### src/rtl/cpu_sequencer_if.sv
`default_nettype none
// ============================================================================
// Module   : cpu_sequencer_if
// Brief    : Control bundle between the sequencer and the processor datapath.
// Revision : 1.0
// ============================================================================
interface cpu_sequencer_if;
  logic       ce;
  logic [7:0] ir;
  logic       zero;
  logic       ram_ready;
  logic       muxa;
  logic       muxb;
  logic       muxc;
  logic       en_in;
  logic       en_pc;
  logic       en_da;
  logic       ram_we;
  logic [2:0] alu_sel;
  logic       halted;
  logic       fault;
  logic [15:0] retired;

  modport master (
    input  ce, ir, zero, ram_ready,
    output muxa, muxb, muxc, en_in, en_pc, en_da, ram_we, alu_sel,
           halted, fault, retired
  );

  modport slave (
    output ce, ir, zero, ram_ready,
    input  muxa, muxb, muxc, en_in, en_pc, en_da, ram_we, alu_sel,
           halted, fault, retired
  );
endinterface
`default_nettype wire

### src/rtl/cpu_sequencer.sv
`default_nettype none
// ============================================================================
// Module   : cpu_sequencer
// Brief    : Multi-cycle fetch/decode/execute sequencer with RAM-ready stall
//            and memory-timeout watchdog.
// Revision : 1.0
// ============================================================================
module cpu_sequencer #(
  parameter int TIMEOUT = 15
) (
  input  wire logic           clk,
  input  wire logic           clr,
  cpu_sequencer_if.master     bus
);

  localparam logic [2:0] S_FETCH  = 3'd0;
  localparam logic [2:0] S_DECODE = 3'd1;
  localparam logic [2:0] S_EXEC   = 3'd2;
  localparam logic [2:0] S_HALT   = 3'd3;
  localparam logic [2:0] S_FAULT  = 3'd4;

  localparam logic [3:0] OP_LDA = 4'b0001;
  localparam logic [3:0] OP_STA = 4'b0010;
  localparam logic [3:0] OP_ADD = 4'b0011;
  localparam logic [3:0] OP_SUB = 4'b0100;
  localparam logic [3:0] OP_JMP = 4'b0101;
  localparam logic [3:0] OP_JZ  = 4'b0110;
  localparam logic [3:0] OP_HLT = 4'b1111;

  localparam logic [7:0] C_WDOG_LAST = 8'(TIMEOUT - 1);

  logic [2:0]  state_q, state_d;
  logic [7:0]  wdog_q,  wdog_d;
  logic [15:0] retired_q, retired_d;

  logic [3:0] w_opcode;
  logic       w_mem_op;
  logic       w_waiting;
  logic       w_gate;
  logic       w_en_in, w_en_pc, w_en_da, w_ram_we;
  logic       w_unused_operand;

  assign w_opcode         = bus.ir[7:4];
  assign w_unused_operand = ^bus.ir[3:0];
  assign w_mem_op         = (w_opcode >= OP_LDA) && (w_opcode <= OP_SUB);
  assign w_waiting        = ((state_q == S_FETCH) || ((state_q == S_EXEC) && w_mem_op))
                            && !bus.ram_ready;

  always_ff @(posedge clk or negedge clr) begin
    if (!clr) begin
      state_q   <= S_FETCH;
      wdog_q    <= 8'd0;
      retired_q <= 16'd0;
    end else begin
      state_q   <= state_d;
      wdog_q    <= wdog_d;
      retired_q <= retired_d;
    end
  end

  always_comb begin
    state_d   = state_q;
    wdog_d    = wdog_q;
    retired_d = retired_q;
    if (bus.ce) begin
      case (state_q)
        S_FETCH:  if (bus.ram_ready) state_d = S_DECODE;
        S_DECODE: state_d = S_EXEC;
        S_EXEC: begin
          if (!w_mem_op || bus.ram_ready) begin
            retired_d = retired_q + 16'd1;
            state_d   = (w_opcode == OP_HLT) ? S_HALT : S_FETCH;
          end
        end
        default: ;
      endcase
      // A ready on the last permitted cycle completes the access instead of faulting.
      if (w_waiting && (wdog_q == C_WDOG_LAST))
        state_d = S_FAULT;
      if (state_d != state_q)
        wdog_d = 8'd0;
      else if (w_waiting)
        wdog_d = wdog_q + 8'd1;
    end
  end

  always_comb begin
    bus.muxa    = 1'b0;
    bus.muxb    = 1'b0;
    bus.muxc    = 1'b0;
    bus.alu_sel = 3'b000;
    w_en_in     = 1'b0;
    w_en_pc     = 1'b0;
    w_en_da     = 1'b0;
    w_ram_we    = 1'b0;
    case (state_q)
      S_FETCH: begin
        if (bus.ram_ready) begin
          w_en_in = 1'b1;
          w_en_pc = 1'b1;
        end
      end
      S_EXEC: begin
        case (w_opcode)
          OP_LDA: begin
            bus.muxa = 1'b1;
            bus.muxb = 1'b1;
            w_en_da  = bus.ram_ready;
          end
          OP_STA: begin
            bus.muxa = 1'b1;
            w_ram_we = 1'b1;
          end
          OP_ADD: begin
            bus.muxa    = 1'b1;
            bus.alu_sel = 3'b001;
            w_en_da     = bus.ram_ready;
          end
          OP_SUB: begin
            bus.muxa    = 1'b1;
            bus.alu_sel = 3'b010;
            w_en_da     = bus.ram_ready;
          end
          OP_JMP: begin
            bus.muxc = 1'b1;
            w_en_pc  = 1'b1;
          end
          OP_JZ: begin
            bus.muxc = 1'b1;
            w_en_pc  = bus.zero;
          end
          default: ;
        endcase
      end
      default: ;
    endcase
  end

  // Gating with clr keeps strobes low while reset is held, even in FETCH with ram_ready.
  assign w_gate      = bus.ce & clr;
  assign bus.en_in   = w_en_in  & w_gate;
  assign bus.en_pc   = w_en_pc  & w_gate;
  assign bus.en_da   = w_en_da  & w_gate;
  assign bus.ram_we  = w_ram_we & w_gate;
  assign bus.halted  = (state_q == S_HALT);
  assign bus.fault   = (state_q == S_FAULT);
  assign bus.retired = retired_q;

endmodule
`default_nettype wire

### src/flat_wrapper.sv
// flat-port wrapper written by rule: the top's interface ports become plain ports
module cpu_sequencer_flat 
#(
  parameter int TIMEOUT = 15
)
  (clk, clr, bus_ce, bus_ir, bus_zero, bus_ram_ready, bus_muxa, bus_muxb, bus_muxc, bus_en_in, bus_en_pc, bus_en_da, bus_ram_we, bus_alu_sel, bus_halted, bus_fault, bus_retired);
  cpu_sequencer_if bus_i ();
  input  wire logic clk;
  input  wire logic clr;
  input wire logic [$bits(bus_i.ce)-1:0] bus_ce;
  input wire logic [$bits(bus_i.ir)-1:0] bus_ir;
  input wire logic [$bits(bus_i.zero)-1:0] bus_zero;
  input wire logic [$bits(bus_i.ram_ready)-1:0] bus_ram_ready;
  output wire logic [$bits(bus_i.muxa)-1:0] bus_muxa;
  output wire logic [$bits(bus_i.muxb)-1:0] bus_muxb;
  output wire logic [$bits(bus_i.muxc)-1:0] bus_muxc;
  output wire logic [$bits(bus_i.en_in)-1:0] bus_en_in;
  output wire logic [$bits(bus_i.en_pc)-1:0] bus_en_pc;
  output wire logic [$bits(bus_i.en_da)-1:0] bus_en_da;
  output wire logic [$bits(bus_i.ram_we)-1:0] bus_ram_we;
  output wire logic [$bits(bus_i.alu_sel)-1:0] bus_alu_sel;
  output wire logic [$bits(bus_i.halted)-1:0] bus_halted;
  output wire logic [$bits(bus_i.fault)-1:0] bus_fault;
  output wire logic [$bits(bus_i.retired)-1:0] bus_retired;
  assign bus_i.ce = bus_ce;
  assign bus_i.ir = bus_ir;
  assign bus_i.zero = bus_zero;
  assign bus_i.ram_ready = bus_ram_ready;
  assign bus_muxa = bus_i.muxa;
  assign bus_muxb = bus_i.muxb;
  assign bus_muxc = bus_i.muxc;
  assign bus_en_in = bus_i.en_in;
  assign bus_en_pc = bus_i.en_pc;
  assign bus_en_da = bus_i.en_da;
  assign bus_ram_we = bus_i.ram_we;
  assign bus_alu_sel = bus_i.alu_sel;
  assign bus_halted = bus_i.halted;
  assign bus_fault = bus_i.fault;
  assign bus_retired = bus_i.retired;
  cpu_sequencer #(.TIMEOUT(TIMEOUT)) u_core (.clk(clk), .clr(clr), .bus(bus_i));
endmodule
### config.mk
export PLATFORM = sky130hd
export DESIGN_NAME = cpu_sequencer_flat
export DESIGN_NICKNAME = d
export VERILOG_FILES = /design/src/rtl/cpu_sequencer_if.sv /design/src/rtl/cpu_sequencer.sv /design/src/flat_wrapper.sv
export SDC_FILE = /design/constraint.sdc
export NUM_CORES = 1
export LEC_CHECK = 0
export ABC_AREA = 1
export CAP_MARGIN = 25
export CORE_MARGIN = 2
export CORE_UTILIZATION = 44
export CTS_CLUSTER_DIAMETER = 120
export CTS_CLUSTER_SIZE = 24
export DETAILED_ROUTE_END_ITERATION = 6
export PLACE_DENSITY = 0.75
export REMOVE_ABC_BUFFERS = 1
export SLEW_MARGIN = 0
export SYNTH_ARGS = -nofsm -noshare
export SYNTH_HDL_FRONTEND = slang
export SYNTH_SLANG_ARGS = --single-unit
### constraint.sdc
create_clock -name clk -period 1.4 [get_ports clk]
set_input_delay 0.28 -clock clk [delete_from_list [all_inputs] [get_ports clk]]
set_output_delay 0.28 -clock clk [all_outputs]
set_load 0.03 [all_outputs]
==> impl_metrics.csv, run 1 <==
group,metric,value,unit
outcome,run_status,"complete, but fails checks",
outcome,violations,"setup timing",
clock_tree,clk-insertion-delay-late,0.27,ns
timing,layout_worst_path_cycle_share,1.22,
routing,postRouteAntennaNets,0,
critical_path,cp_max_fo,3,
clock_tree,cts.htree.levels,1,
cells_and_area,area_used_by_multi_input_combinational_logic,1140,µm²
routing,remaining_drc_errors,0,
clock_tree,clock_tree.buffer_depth,2,
place,portBuffers,35,
floorplan,core_area,3660,µm²
global_routing,grt_usage,0.225,
critical_path,crit_path_start_kind,"flip-flop",
routing,vias_after_detailed_routing,1741,
timing,fmaxAchievable,0.586,GHz
timing,postLayoutSetupSlackWorst,-0.306,ns
critical_path,critPathSlowestCell,"dfrtp_1",
routing,dr.first_iter.drc_count,32,
routing,post_drt_via_cell_ratio,4.99,
critical_path,r2r_slack,-0.27,ns
critical_path,critPathArrivalTime,1.43,ns
critical_path,depth_of_the_worst_register_to_register_path,11,
floorplan,dieHeight,65.9,µm
timing,number_of_slew_limit_violations_in_the_final_report,0,
timing,skew,0.00608,ns
yosys,synth_cells,206,
floorplan,ios,41,
critical_path,crit-reg2reg-capture,"u_core.wdog_q[1]",
place,post_dp_cell_area,2430,µm²
cells_and_area,finish.net_count,318,
global_routing,grt_pass1_wl,7640,µm
yosys,yosysSeqAreaShare,0.401,
cells_and_area,post_route_design_area,2860,µm²
global_routing,largest_net_degree_at_the_start_of_global_routing,28,
clock_tree,clock_pin_slew_of_the_registers_on_the_worst_case_setup_and_hold_paths,0.10,ns
clock_tree,root_buffer,"clkbuf_8",
cells_and_area,area.sequential,676,µm²
routing,route.detailed.wl_per_inst,13.4,µm
worst_hold_path,worst_hold_path_type,"in2async",
floorplan,initial_core_util,0.461,
timing,final_setup_violating_endpoints,34,
critical_path,beginning_of_the_worst_register_to_register_path,"u_core.wdog_q[0]",
cells_and_area,fin_util,0.782,
routing,route.final.wire_length,4690,µm
cells_and_area,diodes,0,
power,ir_worst_vdd,502,µV
run,cap_viol_max_count,0,
place,finalWeightedCongestion,0.838,
clock_tree,cts_num_sinks,27,
timing,period_needed,1.71,ns
power,total_leakage_power,0.00141,µW
timing,timing.setup.tns,-6.45,ns
place,dp_hpwl,3210,µm
floorplan,design.die.area,4340,µm²
cells_and_area,drive_gt1_frac,0.512,
yosys,synth_warnings,0,
critical_path,timing.critical_path.slowest_cell_delay,0.42,ns
timing,finalHoldViolations,0,
yosys,post_synthesis_average_cell_area,8.19,µm²
clock_tree,tritoncts_clock_tree,"yes",
yosys,netlist-cell-type-count,28,
critical_path,crit_type,"reg2out",
timing,rsz_0062_raised_after_global_routing,"true",
yosys,mappedNetlistArea,1690,µm²
global_routing,antenna_violations_before_repair,0,
critical_path,crit_chain,"nor2_4, nand2_4, nor3_4, o21ai_1, a21oi_1, buf_4",
critical_path,critical_path.top_delay_family,"flip-flops",
cells_and_area,mostFrequentLayoutCells,"buf_4 (57), dfrtp_1 (27), nand2_1 (25)",
cells_and_area,area_growth,69.7,%
yosys,yosys_register_bits,27,
critical_path,critical_path.n_buffers_inverters,1,
global_routing,vias_in_the_first_global_route,1819,
power,pwr_density_cell,576,nW/µm²
global_routing,grt_overflow_total,0,
floorplan,placement_rows,22,
cells_and_area,filler_cell_count,241,
clock_tree,cts_hold_buf,0,
cells_and_area,leading_cell_type_in_the_layout_fill_and_taps_excluded,"buf_4",
routing,number_of_optimization_iterations_in_the_first_detailed_route_pass,4,
clock_tree,numCtsBuffers,3,
critical_path,worstSetupEndpointType,"output port",
critical_path,worstPathRequired,1.12,ns
floorplan,die_width,65.9,µm
timing,whs,0.215,ns
-- how the worst max path moves through the flow --
stage	startpoint	endpoint	depth (start not counted)
2_1_floorplan	u_core.state_q[2]	bus_en_pc	5
3_3_place_gp	bus_ir[7]	bus_en_pc	7
3_5_place_dp	bus_ir[5]	u_core.wdog_q[7]	12
4_1_cts	u_core.state_q[0]	bus_en_pc	6
5_1_grt	u_core.wdog_q[0]	u_core.wdog_q[2]	11
6_report	u_core.state_q[2]	bus_en_pc	6
-- registers in the layout, indices dropped and copies added, names as in the netlist --
name                cells
u_core.bus.retired     16
u_core.state_q          3
u_core.wdog_q           8
-- cell type report --
cell class / count / area share
multi-input combinational: 144 / 0.400
timing repair buffer: 93 / 0.274
sequential: 27 / 0.236
inverter: 33 / 0.0520
tap: 48 / 0.0210
clock buffer: 3 / 0.0144
clock inverter: 1 / 0.00262
-- logic make-up after synthesis --
group / Yosys count / synth area share
compound gates: 12 / 0.0371
xor+xnor: 22 / 0.119
fa+ha+maj: 3 / 0.0223
buf+inv: 35 / 0.0838
flops: 27 / 0.401
mux: 1 / 0.00593
other cells: 1 / 0.00222
simple gates: 105 / 0.329
-- metrics by stage --
| step | std cells | setup WS, ns | power (µW) |
|---|---|---|---|
| after floorplan | 204 | -1.01 | 971 |
| after global placement | 338 | -0.612 | 1140 |
| after global routing | 349 | -0.385 | 1720 |
| after CTS | 351 | -0.330 | 1620 |
| after detailed placement | 338 | -0.658 | 1150 |
| final | 349 | -0.306 | 1650 |
-- cells in the mapped netlist, drive strengths merged --
library cell  number  area [µm²]
o21ai              9        45.0
inv               33         129
nor4               3        18.8
nand3             10        50.1
buf                2        12.5
dfrtp             27         676
mux2i              1        10.0
o21bai             1        7.51
ha                 3        37.5
conb               1        3.75
xnor2              5        51.3
nor2              32         158
a21oi              2        10.0
nand2             39         176
nand4             13        96.3
xor2              17         149
nor3               8        56.3
-- layer usage --
metal	wire, µm	vias to the layer above	track usage
li1	-	843	-
met1	1760	828	0.255
met2	2550	59	0.433
met3	286	11	0.0290
met4	95	0	0.0625
met5	0	-	0
-- repair_timing --
item                                    in CTS  in global routing
endpoints found under the setup margin      49                 40
gates resized for setup                     80                 49
pin swaps                                   15                 16
setup buffers                               13                  4
gates cloned                                 0                  0
-- worst reg2reg max path, stage by stage (launching register included) --
cell and delay (ns):
dfrtp_1 0.39, inv_1 0.06, ha_2 0.16, nand4_1 0.09, nor2_1 0.15, nand4_1 0.19, nand2_1 0.15, nand2_2 0.08
nand3_2 0.07, nand2_2 0.08, clkinv_4 0.11, nor2_2 0.04
-- power breakdown --
group | switching [µW] | leakage, µW | internal, µW | total, µW
sequential | 17.8 | 0.000343 | 799 | 817
combinational | 232 | 0.00104 | 156 | 388
clock | 242 | 0.0000217 | 202 | 443
(Power assumes the default switching activity.)
==> run 2, diff against run 1 <==
CTS_CLUSTER_DIAMETER = 50   (was 120)
==> results of run 2 <==
Same layout as run 1: the final DEF is identical, and so are final timing and power.
==> run 3, diff against run 2 <==
CTS_CLUSTER_SIZE = 20   (was 24)
==> results of run 3 <==
Same layout as run 1: the final DEF is identical, and so are final timing and power.
